`config.mk`:
```
export PLATFORM = sky130hd
export DESIGN_NAME = vector_lsu_ctrl_flat
export DESIGN_NICKNAME = d
export VERILOG_FILES = /design/src/rtl/vector_pkg.sv /design/src/rtl/vector_lsu_ctrl_if.sv /design/src/rtl/vector_lsu_ctrl.sv /design/src/flat_wrapper.sv
export SDC_FILE = /design/constraint.sdc
export NUM_CORES = 1
export LEC_CHECK = 0
export ABC_CLOCK_PERIOD_IN_PS = 3300
export CAP_MARGIN = 20
export CORE_ASPECT_RATIO = 0.6
export CORE_UTILIZATION = 45
export CTS_CLUSTER_DIAMETER = 30
export CTS_CLUSTER_SIZE = 40
export DETAILED_ROUTE_END_ITERATION = 12
export PLACE_DENSITY_LB_ADDON = 0.2
export SETUP_SLACK_MARGIN = 0.05
export SKIP_CTS_REPAIR_TIMING = 1
export SLEW_MARGIN = 40
export SYNTH_ARGS = -nofsm -noshare
export SYNTH_HDL_FRONTEND = slang
export SYNTH_SLANG_ARGS = --single-unit
```
`constraint.sdc`:
```
create_clock -name i_clk -period 3.3 [get_ports i_clk]
set_input_delay 0.66 -clock i_clk [delete_from_list [all_inputs] [get_ports i_clk]]
set_output_delay 0.66 -clock i_clk [all_outputs]
set_load 0.005 [all_outputs]
```
`src/rtl/vector_pkg.sv`:
```
// Shared encodings and lane helpers for the vector load/store sequencer.
package vector_pkg;

  localparam logic [2:0] W8  = 3'b000;
  localparam logic [2:0] W16 = 3'b101;
  localparam logic [2:0] W32 = 3'b110;

  typedef enum logic [1:0] {
    S_IDLE  = 2'd0,
    S_ISSUE = 2'd1,
    S_WB    = 2'd2,
    S_ADV   = 2'd3
  } lsu_state_e;

  function automatic logic [2:0] ebytes(input logic [2:0] width);
    case (width)
      W8:      ebytes = 3'd1;
      W16:     ebytes = 3'd2;
      W32:     ebytes = 3'd4;
      default: ebytes = 3'd0;
    endcase
  endfunction

  function automatic logic [3:0] lane_mask(input logic [2:0] width);
    case (width)
      W8:      lane_mask = 4'b0001;
      W16:     lane_mask = 4'b0011;
      W32:     lane_mask = 4'b1111;
      default: lane_mask = 4'b0000;
    endcase
  endfunction

  // Legal width with the base naturally aligned to the element size.
  function automatic logic base_ok(input logic [2:0] width, input logic [1:0] lo);
    case (width)
      W8:      base_ok = 1'b1;
      W16:     base_ok = (lo[0] == 1'b0);
      W32:     base_ok = (lo == 2'b00);
      default: base_ok = 1'b0;
    endcase
  endfunction

endpackage

```
`src/rtl/vector_lsu_ctrl_if.sv`:
```
// Scalar data-bus request/acknowledge bundle driven by the vector LSU sequencer.
interface vector_lsu_ctrl_if;
  logic [31:0] o_dbus_adr;
  logic        o_dbus_cyc;
  logic        o_dbus_we;
  logic [3:0]  o_dbus_sel;
  logic        i_dbus_ack;

  modport master (output o_dbus_adr, output o_dbus_cyc, output o_dbus_we,
                  output o_dbus_sel, input i_dbus_ack);
  modport slave  (input o_dbus_adr, input o_dbus_cyc, input o_dbus_we,
                  input o_dbus_sel, output i_dbus_ack);
endinterface

```
`src/rtl/vector_lsu_ctrl.sv`:
```
// Unit-stride vector load/store sequencer: one element per bus transaction,
// driving the external byte-lane aligner and VRF port.
module vector_lsu_ctrl
  import vector_pkg::*;
#(
  parameter int VLEN = 128,
  parameter int VL_W = 5,
  parameter int WI_W = 2
) (
  input  logic                 i_clk,
  input  logic                 i_rst,
  input  logic                 i_start,
  input  logic                 i_is_store,
  input  logic [2:0]           i_width,
  input  logic [31:0]          i_base,
  input  logic [VL_W-1:0]      i_vl,
  input  logic [4:0]           i_vreg,
  output logic                 o_busy,
  output logic                 o_done,
  output logic                 o_err,
  vector_lsu_ctrl_if.master    dbus,
  output logic [1:0]           o_shift_offset,
  output logic [1:0]           o_vreg_shift,
  output logic [2:0]           o_width,
  output logic [5+WI_W-1:0]    o_vrf_addr,
  output logic                 o_vrf_we,
  output logic [3:0]           o_vrf_be
);

  lsu_state_e        r_state, w_nxt_state;
  logic [VL_W-1:0]   r_idx, w_nxt_idx, r_vl, w_nxt_vl;
  logic [31:0]       r_addr, w_nxt_addr;
  logic [2:0]        r_width, w_nxt_width;
  logic [4:0]        r_vreg, w_nxt_vreg;
  logic              r_is_store, w_nxt_store;
  logic              w_nxt_done, w_nxt_err;

  logic [1:0]        w_slot, w_lane_ofs;
  logic [VL_W-1:0]   w_widx_full;
  logic [WI_W-1:0]   w_widx;
  logic [3:0]        w_sel, w_be;

  logic              r_busy, r_done, r_err, r_cyc, r_we, r_vrf_we;
  logic [31:0]       r_adr;
  logic [3:0]        r_sel, r_vrf_be;
  logic [1:0]        r_shift_offset, r_vreg_shift;
  logic [5+WI_W-1:0] r_vrf_addr;

  always_ff @(posedge i_clk) begin
    if (i_rst) begin
      r_state    <= S_IDLE;
      r_idx      <= '0;
      r_vl       <= '0;
      r_addr     <= 32'd0;
      r_width    <= 3'b000;
      r_vreg     <= 5'd0;
      r_is_store <= 1'b0;
    end else begin
      r_state    <= w_nxt_state;
      r_idx      <= w_nxt_idx;
      r_vl       <= w_nxt_vl;
      r_addr     <= w_nxt_addr;
      r_width    <= w_nxt_width;
      r_vreg     <= w_nxt_vreg;
      r_is_store <= w_nxt_store;
    end
  end

  always_comb begin
    w_nxt_state = r_state;
    w_nxt_idx   = r_idx;
    w_nxt_vl    = r_vl;
    w_nxt_addr  = r_addr;
    w_nxt_width = r_width;
    w_nxt_vreg  = r_vreg;
    w_nxt_store = r_is_store;
    w_nxt_done  = 1'b0;
    w_nxt_err   = 1'b0;
    case (r_state)
      S_IDLE: begin
        if (i_start) begin
          w_nxt_idx   = '0;
          w_nxt_vl    = i_vl;
          w_nxt_addr  = i_base;
          w_nxt_width = i_width;
          w_nxt_vreg  = i_vreg;
          w_nxt_store = i_is_store;
          if (!base_ok(i_width, i_base[1:0])) begin
            w_nxt_err = 1'b1;
          end else if (i_vl == '0) begin
            w_nxt_done = 1'b1;
          end else begin
            w_nxt_state = S_ISSUE;
          end
        end else begin
          w_nxt_state = S_IDLE;
        end
      end
      S_ISSUE: begin
        if (dbus.i_dbus_ack) begin
          w_nxt_state = r_is_store ? S_ADV : S_WB;
        end else begin
          w_nxt_state = S_ISSUE;
        end
      end
      S_WB: w_nxt_state = S_ADV;
      S_ADV: begin
        w_nxt_idx  = r_idx + VL_W'(1);
        w_nxt_addr = r_addr + {29'd0, ebytes(r_width)};
        if (w_nxt_idx == r_vl) begin
          w_nxt_state = S_IDLE;
          w_nxt_done  = 1'b1;
        end else begin
          w_nxt_state = S_ISSUE;
        end
      end
      default: w_nxt_state = S_IDLE;
    endcase
  end

  // Register slot, VRF lane offset and word index follow the elements-per-word ratio.
  always_comb begin
    w_slot      = 2'd0;
    w_lane_ofs  = 2'd0;
    w_widx_full = w_nxt_idx;
    case (w_nxt_width)
      W8: begin
        w_slot      = w_nxt_idx[1:0];
        w_lane_ofs  = w_nxt_idx[1:0];
        w_widx_full = w_nxt_idx >> 2'd2;
      end
      W16: begin
        w_slot      = {1'b0, w_nxt_idx[0]};
        w_lane_ofs  = {w_nxt_idx[0], 1'b0};
        w_widx_full = w_nxt_idx >> 2'd1;
      end
      default: begin
        w_slot      = 2'd0;
        w_lane_ofs  = 2'd0;
        w_widx_full = w_nxt_idx;
      end
    endcase
    w_widx = WI_W'(w_widx_full % (VLEN / 32));
    w_sel  = lane_mask(w_nxt_width) << w_nxt_addr[1:0];
    w_be   = lane_mask(w_nxt_width) << w_lane_ofs;
  end

  // Outputs are registered from next-state values so they line up with the state.
  always_ff @(posedge i_clk) begin
    if (i_rst) begin
      r_busy         <= 1'b0;
      r_done         <= 1'b0;
      r_err          <= 1'b0;
      r_cyc          <= 1'b0;
      r_we           <= 1'b0;
      r_sel          <= 4'b0000;
      r_adr          <= 32'd0;
      r_shift_offset <= 2'd0;
      r_vreg_shift   <= 2'd0;
      r_vrf_addr     <= '0;
      r_vrf_we       <= 1'b0;
      r_vrf_be       <= 4'b0000;
    end else begin
      r_busy         <= (w_nxt_state != S_IDLE);
      r_done         <= w_nxt_done;
      r_err          <= w_nxt_err;
      r_cyc          <= (w_nxt_state == S_ISSUE);
      r_we           <= (w_nxt_state == S_ISSUE) && w_nxt_store;
      r_sel          <= (w_nxt_state == S_ISSUE) ? w_sel : 4'b0000;
      r_adr          <= {w_nxt_addr[31:2], 2'b00};
      r_shift_offset <= w_nxt_addr[1:0];
      r_vreg_shift   <= w_slot;
      r_vrf_addr     <= {w_nxt_vreg, w_widx};
      r_vrf_we       <= (w_nxt_state == S_WB);
      r_vrf_be       <= (w_nxt_state == S_WB) ? w_be : 4'b0000;
    end
  end

  assign o_busy          = r_busy;
  assign o_done          = r_done;
  assign o_err           = r_err;
  assign dbus.o_dbus_cyc = r_cyc;
  assign dbus.o_dbus_we  = r_we;
  assign dbus.o_dbus_sel = r_sel;
  assign dbus.o_dbus_adr = r_adr;
  assign o_shift_offset  = r_shift_offset;
  assign o_vreg_shift    = r_vreg_shift;
  assign o_width         = r_width;
  assign o_vrf_addr      = r_vrf_addr;
  assign o_vrf_we        = r_vrf_we;
  assign o_vrf_be        = r_vrf_be;

endmodule

```
`src/flat_wrapper.sv`:
```
// flat-port wrapper written by rule: the top's interface ports become plain ports
module vector_lsu_ctrl_flat import vector_pkg::*;
#(
  parameter int VLEN = 128,
  parameter int VL_W = 5,
  parameter int WI_W = 2
)
  (i_clk, i_rst, i_start, i_is_store, i_width, i_base, i_vl, i_vreg, o_busy, o_done, o_err, o_shift_offset, o_vreg_shift, o_width, o_vrf_addr, o_vrf_we, o_vrf_be, dbus_o_dbus_adr, dbus_o_dbus_cyc, dbus_o_dbus_we, dbus_o_dbus_sel, dbus_i_dbus_ack);
  vector_lsu_ctrl_if dbus_i ();
  input  logic i_clk;
  input  logic i_rst;
  input  logic i_start;
  input  logic i_is_store;
  input  logic [2:0] i_width;
  input  logic [31:0] i_base;
  input  logic [VL_W-1:0] i_vl;
  input  logic [4:0] i_vreg;
  output logic o_busy;
  output logic o_done;
  output logic o_err;
  output logic [1:0] o_shift_offset;
  output logic [1:0] o_vreg_shift;
  output logic [2:0] o_width;
  output logic [5+WI_W-1:0] o_vrf_addr;
  output logic o_vrf_we;
  output logic [3:0] o_vrf_be;
  output wire logic [$bits(dbus_i.o_dbus_adr)-1:0] dbus_o_dbus_adr;
  output wire logic [$bits(dbus_i.o_dbus_cyc)-1:0] dbus_o_dbus_cyc;
  output wire logic [$bits(dbus_i.o_dbus_we)-1:0] dbus_o_dbus_we;
  output wire logic [$bits(dbus_i.o_dbus_sel)-1:0] dbus_o_dbus_sel;
  input wire logic [$bits(dbus_i.i_dbus_ack)-1:0] dbus_i_dbus_ack;
  assign dbus_o_dbus_adr = dbus_i.o_dbus_adr;
  assign dbus_o_dbus_cyc = dbus_i.o_dbus_cyc;
  assign dbus_o_dbus_we = dbus_i.o_dbus_we;
  assign dbus_o_dbus_sel = dbus_i.o_dbus_sel;
  assign dbus_i.i_dbus_ack = dbus_i_dbus_ack;
  vector_lsu_ctrl #(.VLEN(VLEN), .VL_W(VL_W), .WI_W(WI_W)) u_core (.i_clk(i_clk), .i_rst(i_rst), .i_start(i_start), .i_is_store(i_is_store), .i_width(i_width), .i_base(i_base), .i_vl(i_vl), .i_vreg(i_vreg), .o_busy(o_busy), .o_done(o_done), .o_err(o_err), .dbus(dbus_i), .o_shift_offset(o_shift_offset), .o_vreg_shift(o_vreg_shift), .o_width(o_width), .o_vrf_addr(o_vrf_addr), .o_vrf_we(o_vrf_we), .o_vrf_be(o_vrf_be));
endmodule
```
==> results of run 1 <==
==> flip-flops by register name, indices dropped and copies added (netlist names), 2 cells and up <==
| signal | cells |
|---|---|
| u_core.dbus.o_dbus_sel | 4 |
| u_core.o_vreg_shift | 2 |
| u_core.o_vrf_addr | 6 |
| u_core.r_vl | 5 |
| u_core.dbus.o_dbus_adr | 30 |
| u_core.o_width | 3 |
| u_core.r_state | 2 |
| u_core.r_idx | 5 |
| u_core.o_vrf_be | 4 |
==> stage by stage <==
stage	instances	hold WS [ns]	worst slack, ns	util (%)
after floorplan	456	0.448	0.932	-
final	678	0.461	0.422	65.8
after detailed placement	662	0.450	0.310	62.2
after global placement	662	0.446	0.448	62.2
after CTS	678	0.461	0.503	65.8
after global routing	678	0.488	0.323	65.8
==> critical path, cell delays in order, from the launching register on <==
cell and delay [ns]:
dfxtp_1 0.37, nor3_1 0.21, ha_1 0.19, inv_1 0.06, fa_1 0.39, nor2b_1 0.30
o2111ai_1 0.21, nor3_1 0.59, nand4_1 0.20, xor2_1 0.16, o22ai_1 0.08
==> path summary, 6_finish.rpt <==
| kind | startpoint | end | slack [ns] | cells past startpoint |
|---|---|---|---|---|
| setup / recovery | u_core.o_width[0]$_SDFF_PP0_ | u_core.dbus.o_dbus_adr[30]$_SDFFE_PP0N_ | 0.42 | 10 |
| hold / removal | u_core.r_vreg[4]$_SDFFE_PP0P_ | u_core.r_vreg[4]$_SDFFE_PP0P_ | 0.46 | 2 |
| setup reg to reg | u_core.o_width[0]$_SDFF_PP0_ | u_core.dbus.o_dbus_adr[30]$_SDFFE_PP0N_ | 0.42 | 10 |
| hold reg to reg | u_core.r_vreg[4]$_SDFFE_PP0P_ | u_core.r_vreg[4]$_SDFFE_PP0P_ | 0.46 | 2 |
==> metal layers <==
metal | vias up | routed length [um] | GRT usage [%] | part of all wire, %
li1 | 1882 | - | - | -
met1 | 1769 | 5420 | 38.1 | 49
met2 | 190 | 4500 | 37.0 | 41
met3 | 8 | 1000 | 8.13 | 9.1
met4 | 0 | 84 | 7.64 | 0.76
met5 | - | 0 | 0 | 0
==> Yosys cell counts (2+ instances only) <==
cell       instances  area [um2]
o22ai_1           20         125
or3_1              2        12.5
dfxtp_1           71        1420
a22oi_1           18         135
clkbuf_1          13        48.8
a2bb2oi_1          3        26.3
a21oi_1           27         135
nor2_1            47         176
and4_1             2        17.5
inv_1             11        41.3
and3_1             8        50.1
buf_4              2        15.0
a21o_1             3        22.5
buf_1              3        11.3
nand3b_1           2        15.0
nand2b_1           6        37.5
a32oi_1            4        35.0
nand4b_1           2        17.5
nand3_1           11        55.1
mux2_2             3        33.8
nor3_1            20         100
mux2i_2            2        27.5
nand4_1            8        50.1
ha_1               8         100
nor2b_1           10        62.6
buf_2              4        20.0
xnor2_1           16         140
a31oi_1            6        37.5
a221o_1            2        20.0
and2_1             4        25.0
o221ai_1           2        17.5
o21ai_0           18        90.1
mux2i_1            3        30.0
o21a_1             6        45.0
xor2_1             9        78.8
a21boi_1           2        15.0
nand2_1           51         191
==> cell type report <==
| type | instances | area, um2 |
|---|---|---|
| multi-input combinational | 352 | 2220 |
| sequential | 71 | 1420 |
| fill | 692 | 2740 |
| tap | 108 | 135 |
| inverter | 11 | 41.3 |
| clock inverter | 6 | 61.3 |
| clock buffer | 10 | 229 |
| timing repair buffer | 120 | 1160 |
==> logic make-up after synthesis <==
logic type / Yosys count
simple gates: 182
xor+xnor: 26
fa+ha+maj: 9
buf+inv: 33
compound gates: 125
flops: 71
mux: 8
other cells: 1
==> power breakdown <==
part | leakage (nW) | switching [mW] | internal [mW]
Combinational | 1.20 | 0.169 | 0.203
Sequential | 0.581 | 0.0497 | 0.901
Clock | 0.142 | 0.372 | 0.582
Total | 1.92 | 0.591 | 1.69
==> impl_table.tex, run 1 <==
\begin{tabular}{lr}
\hline
Metric & Value \\
\hline
\multicolumn{2}{l}{\textbf{Run status}} \\
\quad Outcome & complete, no violations \\
\multicolumn{2}{l}{\textbf{Setup path}} \\
\quad Critical Path Start Type & flip-flop \\
\quad Arrival time reported for the critical path endpoint & 3.10 ns \\
\quad Worst setup path category & reg2reg \\
\quad Largest fanout on the critical path & 6 \\
\quad WP data required & 3.52 ns \\
\quad Critical Path End Type & flip-flop \\
\multicolumn{2}{l}{\textbf{Cells and area}} \\
\quad Most common library cell in the layout ignoring fill and taps & clkdlybuf4s50\_1 \\
\quad Commonest non-fill, non-tap cells in the layout & clkdlybuf4s50\_1 (106), dfxtp\_1 (71), nand2\_1 (51), nor2\_1 (47), a21oi\_1 (27) \\
\quad Final standard cell area without fillers & 5270 um2 \\
\quad Share of layout cells above drive strength 1 & 7.89\% \\
\quad Diode insertion count for antenna repair & 0 \\
\quad Net count, final & 624 \\
\quad Layout overhead on the synthesized area & 39.7\% \\
\multicolumn{2}{l}{\textbf{Clock tree}} \\
\quad Number of clock sinks & 71 \\
\quad Clock slew at the register clock pins of the worst setup and hold paths & 0.06 ns \\
\quad H-tree level count & 3 \\
\quad Root Buffer & clkbuf\_16 \\
\quad Inserted Clock Buffers & 9 \\
\quad TritonCTS clock tree & built \\
\quad Maximum buffer depth of the clock tree & 2 \\
\quad Clock network latency to the later pin of the worst-skew pair & 0.34 ns \\
\multicolumn{2}{l}{\textbf{STA}} \\
\quad Post-route fraction of the period consumed by the critical path & 87.2\% \\
\quad Final count of negative-setup-slack endpoints & 0 \\
\quad Total negative slack for setup checks & 0 ns \\
\quad Final clock skew & 0.00735 ns \\
\quad Number of hold-slack violations in the final timing report & 0 \\
\quad Unrepaired setup endpoints after global routing & no \\
\quad Crit path time final & 2.88 ns \\
\quad Slew of the pin with the lowest slew margin & 0.684 ns \\
\quad Worst rel slew slack & 54.0\% \\
\quad Final count of pins violating max slew & 0 \\
\quad Timing-limited maximum frequency & 347 MHz \\
\multicolumn{2}{l}{\textbf{Placed design}} \\
\quad Global placer's final weighted congestion & 0.865 \\
\quad Final HPWL DP & 7940 um \\
\quad Total of buffers placed on input and output ports & 107 \\
\quad Cell area after placement & 4980 um2 \\
\multicolumn{2}{l}{\textbf{Global route}} \\
\quad Global-route wire length before repair & 17700 um \\
\quad Pin count of the biggest net entering global routing & 28 \\
\quad Number of antenna violations at the first check in global routing & 0 \\
\quad Number of global-route vias before repair & 3494 \\
\quad GRT overflow & 0 \\
\quad Overall track demand over capacity in global routing & 26.3\% \\
\multicolumn{2}{l}{\textbf{Yosys}} \\
\quad Share of synthesized area spent on multiplexers & 2.42\% \\
\quad Post-synthesis simple-gate area fraction & 23.6\% \\
\quad FF+latch count, synth & 71 \\
\quad Synth Area in XOR/XNOR & 6.24\% \\
\quad Sequential fraction of the synthesis area & 37.7\% \\
\quad Count of cell types in the netlist & 63 \\
\quad Combinational family with the most area after synthesis & simple AND/OR/NAND/NOR gates \\
\quad Netlist area before placement & 3770 um2 \\
\quad Number of synthesized flops with an enable pin & 0 \\
\quad Mean instance size in the synthesized netlist & 8.29 um2 \\
\quad Main flop type after synthesis & dfxtp\_1 \\
\quad Synthesized netlist cell count & 455 \\
\quad Proportion of register bits with asynchronous set or reset after synthesis & 0\% \\
\quad Adder-cell share of the synthesized area & 3.18\% \\
\quad Fraction of the mapped netlist area in compound gates & 23.2\% \\
\quad Yosys synthesis warning count & 0 \\
\multicolumn{2}{l}{\textbf{Route}} \\
\quad Total routed wirelength & 11000 um \\
\quad Avg WL per Cell & 16.2 um \\
\quad First drt pass iteration count & 5 \\
\quad Via-per-instance ratio & 5.68 \\
\quad Total vias in the final route & 3849 \\
\quad Remaining routing DRC violations & 0 \\
\quad Starting DRT DRC Count & 350 \\
\quad Number of nets with antenna violations after detailed routing & 0 \\
\multicolumn{2}{l}{\textbf{Hold path}} \\
\quad Path class of the lowest-slack min-delay path & reg2reg \\
\multicolumn{2}{l}{\textbf{Power}} \\
\quad Static leakage & 1.92 nW \\
\quad Final Power & 2.28 mW \\
\quad Ratio of total power to cell area & 432 nW/um2 \\
\quad Worst vdd rail ir drop & 0.283 mV \\
\multicolumn{2}{l}{\textbf{Floorplan}} \\
\quad Die Wd & 120 um \\
\quad Placement row count & 25 \\
\quad Ports placed on the boundary & 110 \\
\quad DIE AREA & 8760 um2 \\
\quad Initial core utilization & 47.1\% \\
\quad Area of the core & 8010 um2 \\
\quad Die span in y & 72.9 um \\
\multicolumn{2}{l}{\textbf{Flow run}} \\
\quad Max-cap violation count & 0 \\
\hline
\end{tabular}
No activity file was read; power rests on OpenSTA's default activity.
==> run 2: changes to the inputs <==
--- a/config.mk
+++ b/config.mk
@@ -9,6 +9,7 @@
 export CAP_MARGIN = 20
 export CORE_ASPECT_RATIO = 0.6
 export CORE_UTILIZATION = 45
+export CTS_BUF_LIST = sky130_fd_sc_hd__clkbuf_2 sky130_fd_sc_hd__clkbuf_4 sky130_fd_sc_hd__clkbuf_8
 export CTS_CLUSTER_DIAMETER = 30
 export CTS_CLUSTER_SIZE = 40
 export DETAILED_ROUTE_END_ITERATION = 12
==> impl_table.tex, run 2 (same netlist as run 1, synthesis figures left out) <==
\begin{tabular}{lr}
\hline
Metric & Value \\
\hline
\multicolumn{2}{l}{\textbf{Floorplan}} \\
\quad Placement row count & 25 \\
\quad Ports placed on the boundary & 110 \\
\quad Area of the core & 8010 um2 \\
\quad Die Wd & 120 um \\
\quad Die span in y & 72.9 um \\
\quad DIE AREA & 8760 um2 \\
\quad Initial core utilization & 47.1\% \\
\multicolumn{2}{l}{\textbf{Route}} \\
\quad Total routed wirelength & 10800 um \\
\quad Avg WL per Cell & 15.9 um \\
\quad Remaining routing DRC violations & 0 \\
\quad Via-per-instance ratio & 5.64 \\
\quad Total vias in the final route & 3822 \\
\quad First drt pass iteration count & 6 \\
\quad Starting DRT DRC Count & 326 \\
\quad Number of nets with antenna violations after detailed routing & 0 \\
\multicolumn{2}{l}{\textbf{Hold path}} \\
\quad Number of cells traversed by the worst hold path & 2 \\
\quad Sink of the worst hold path & u\_core.r\_vreg[4]\$\_SDFFE\_PP0P\_ \\
\quad Hold path startpoint & u\_core.r\_vreg[4]\$\_SDFFE\_PP0P\_ \\
\quad Path class of the lowest-slack min-delay path & reg2reg \\
\multicolumn{2}{l}{\textbf{Cells and area}} \\
\quad Net count, final & 624 \\
\quad Diode insertion count for antenna repair & 0 \\
\quad Commonest non-fill, non-tap cells in the layout & clkdlybuf4s50\_1 (106), dfxtp\_1 (71), nand2\_1 (51), nor2\_1 (47), a21oi\_1 (27) \\
\quad Layout overhead on the synthesized area & 37.1\% \\
\quad Number of flip-flops in the largest register & 30 \\
\quad Final Util & 64.6\% \\
\quad Most common library cell in the layout ignoring fill and taps & clkdlybuf4s50\_1 \\
\quad Share of layout cells above drive strength 1 & 8.07\% \\
\quad Number of fill cells in the layout & 701 \\
\multicolumn{2}{l}{\textbf{Clock tree}} \\
\quad Maximum buffer depth of the clock tree & 2 \\
\quad TritonCTS clock tree & built \\
\quad Inserted Clock Buffers & 9 \\
\quad Clock network latency to the later pin of the worst-skew pair & 0.36 ns \\
\quad Number of clock sinks & 71 \\
\quad Clock slew at the register clock pins of the worst setup and hold paths & 0.08 ns \\
\quad Root Buffer & clkbuf\_8 \\
\quad H-tree level count & 3 \\
\multicolumn{2}{l}{\textbf{STA}} \\
\quad Unrepaired setup endpoints after global routing & no \\
\quad Total negative slack for setup checks & 0 ns \\
\quad Worst rel slew slack & 52.8\% \\
\quad Final clock skew & 0.0121 ns \\
\quad Slew of the pin with the lowest slew margin & 0.703 ns \\
\quad Number of hold-slack violations in the final timing report & 0 \\
\quad Post-route fraction of the period consumed by the critical path & 85.1\% \\
\quad Final count of pins violating max slew & 0 \\
\quad Final count of negative-setup-slack endpoints & 0 \\
\quad Timing-limited maximum frequency & 356 MHz \\
\quad Crit path time final & 2.81 ns \\
\multicolumn{2}{l}{\textbf{Flow run}} \\
\quad Max-cap violation count & 0 \\
\multicolumn{2}{l}{\textbf{Power}} \\
\quad Relative contribution of sequential cells to total power & 47.1\% \\
\quad Static leakage & 1.88 nW \\
\quad Relative contribution of combinational cells to total power & 18.3\% \\
\quad Sw Ratio & 27.7\% \\
\quad Clock group share of total power & 34.6\% \\
\quad Ratio of total power to cell area & 389 nW/um2 \\
\quad Switching power & 0.557 mW \\
\quad Internal portion of total power & 1.46 mW \\
\quad Worst vdd rail ir drop & 0.312 mV \\
\multicolumn{2}{l}{\textbf{Run status}} \\
\quad Outcome & complete, no violations \\
\multicolumn{2}{l}{\textbf{Setup path}} \\
\quad Arrival time reported for the critical path endpoint & 3.10 ns \\
\quad Worst reg2reg setup slack & 0.49 ns \\
\quad Critical Path Start Type & flip-flop \\
\quad Reg-to-reg critical path startpoint & u\_core.o\_width[0]\$\_SDFF\_PP0\_ \\
\quad Endpoint of the worst register-to-register path & u\_core.dbus.o\_dbus\_adr[30]\$\_SDFFE\_PP0N\_ \\
\quad Largest fanout on the critical path & 6 \\
\quad Critical Path End Type & flip-flop \\
\quad Depth of the worst register-to-register path & 10 \\
\quad Worst setup path category & reg2reg \\
\quad WP data required & 3.59 ns \\
\multicolumn{2}{l}{\textbf{Global route}} \\
\quad Overall track demand over capacity in global routing & 25.8\% \\
\quad Number of global-route vias before repair & 3408 \\
\quad GRT overflow & 0 \\
\quad Pin count of the biggest net entering global routing & 28 \\
\quad Global-route wire length before repair & 17400 um \\
\quad Number of antenna violations at the first check in global routing & 0 \\
\multicolumn{2}{l}{\textbf{Placed design}} \\
\quad Final HPWL DP & 7940 um \\
\quad Total of buffers placed on input and output ports & 107 \\
\quad Global placer's final weighted congestion & 0.865 \\
\hline
\end{tabular}
-- run 2: cell counts in the layout (fill, tap and decap cells not counted) --
Identical to the previous run, type by type.
-- run 2: power groups by stage --
| stage | Clock (mW) | Sequential (mW) | Combinational, mW |
|---|---|---|---|
| 2_1_floorplan | 0 | 0.960 | 0.178 |
| 3_3_place_gp | 0 | 0.965 | 0.360 |
| 3_5_place_dp | 0 | 0.967 | 0.365 |
| 4_1_cts | 0.710 | 0.947 | 0.367 |
| 5_1_grt | 0.754 | 0.955 | 0.402 |
| 6_report | 0.696 | 0.949 | 0.369 |
-- run 2: cell type report --
class	instances	area, um2	share of cell area, %
clock buffers	10	131	2.54
repair buffers	120	1160	22.5
multi-input cells	352	2220	42.9
clock inverters	6	61.3	1.19
inverters	11	41.3	0.798
flip-flops and latches	71	1420	27.5
well taps	108	135	2.61
-- run 2: how the worst max path moves through the flow --
stage                            startpoint                                       to  slack, ns  depth (start not counted)
3_5_place_dp                        i_start     u_core.dbus.o_dbus_sel[1]$_SDFF_PP0_       0.31                          7
4_1_cts        u_core.o_width[0]$_SDFF_PP0_  u_core.dbus.o_dbus_adr[30]$_SDFFE_PP0N_       0.55                         10
5_1_grt        u_core.o_width[0]$_SDFF_PP0_  u_core.dbus.o_dbus_adr[30]$_SDFFE_PP0N_       0.36                         10
3_3_place_gp                        i_start     u_core.dbus.o_dbus_sel[1]$_SDFF_PP0_       0.45                          7
6_report       u_core.o_width[0]$_SDFF_PP0_  u_core.dbus.o_dbus_adr[30]$_SDFFE_PP0N_       0.49                         10
2_1_floorplan  u_core.o_width[0]$_SDFF_PP0_  u_core.dbus.o_dbus_adr[30]$_SDFFE_PP0N_       0.93                         10
-- run 2: routing by layer --
layer  wire length, um  vias to the layer above  GRT usage (%)
met5                 0                        -              0
met4                66                        0           5.42
met3               878                        9           8.67
met2              4400                      155           35.6
met1              5410                     1780           38.2
li1                  -                     1878              -
-- run 2: worst max-delay path, cell delays in order (launching register included) --
cell and delay (ns):
dfxtp_1 0.37, nor3_1 0.20, ha_1 0.19, inv_1 0.05, fa_1 0.37, nor2b_1 0.26
o2111ai_1 0.20, nor3_1 0.60, nand4_1 0.20, xor2_1 0.17, o22ai_1 0.12
-- run 2: metrics by stage --
step / hold slack (ns) / setup slack (ns) / power (mW) / cells / instance area, um2
floorplan: 0.448 / 0.932 / 1.14 / 456 / 3780
global placement: 0.446 / 0.448 / 1.33 / 662 / 4980
detailed placement: 0.450 / 0.310 / 1.33 / 662 / 4980
CTS: 0.464 / 0.549 / 2.02 / 678 / 5170
global route: 0.491 / 0.362 / 2.11 / 678 / 5170
finish: 0.462 / 0.492 / 2.01 / 678 / 5170
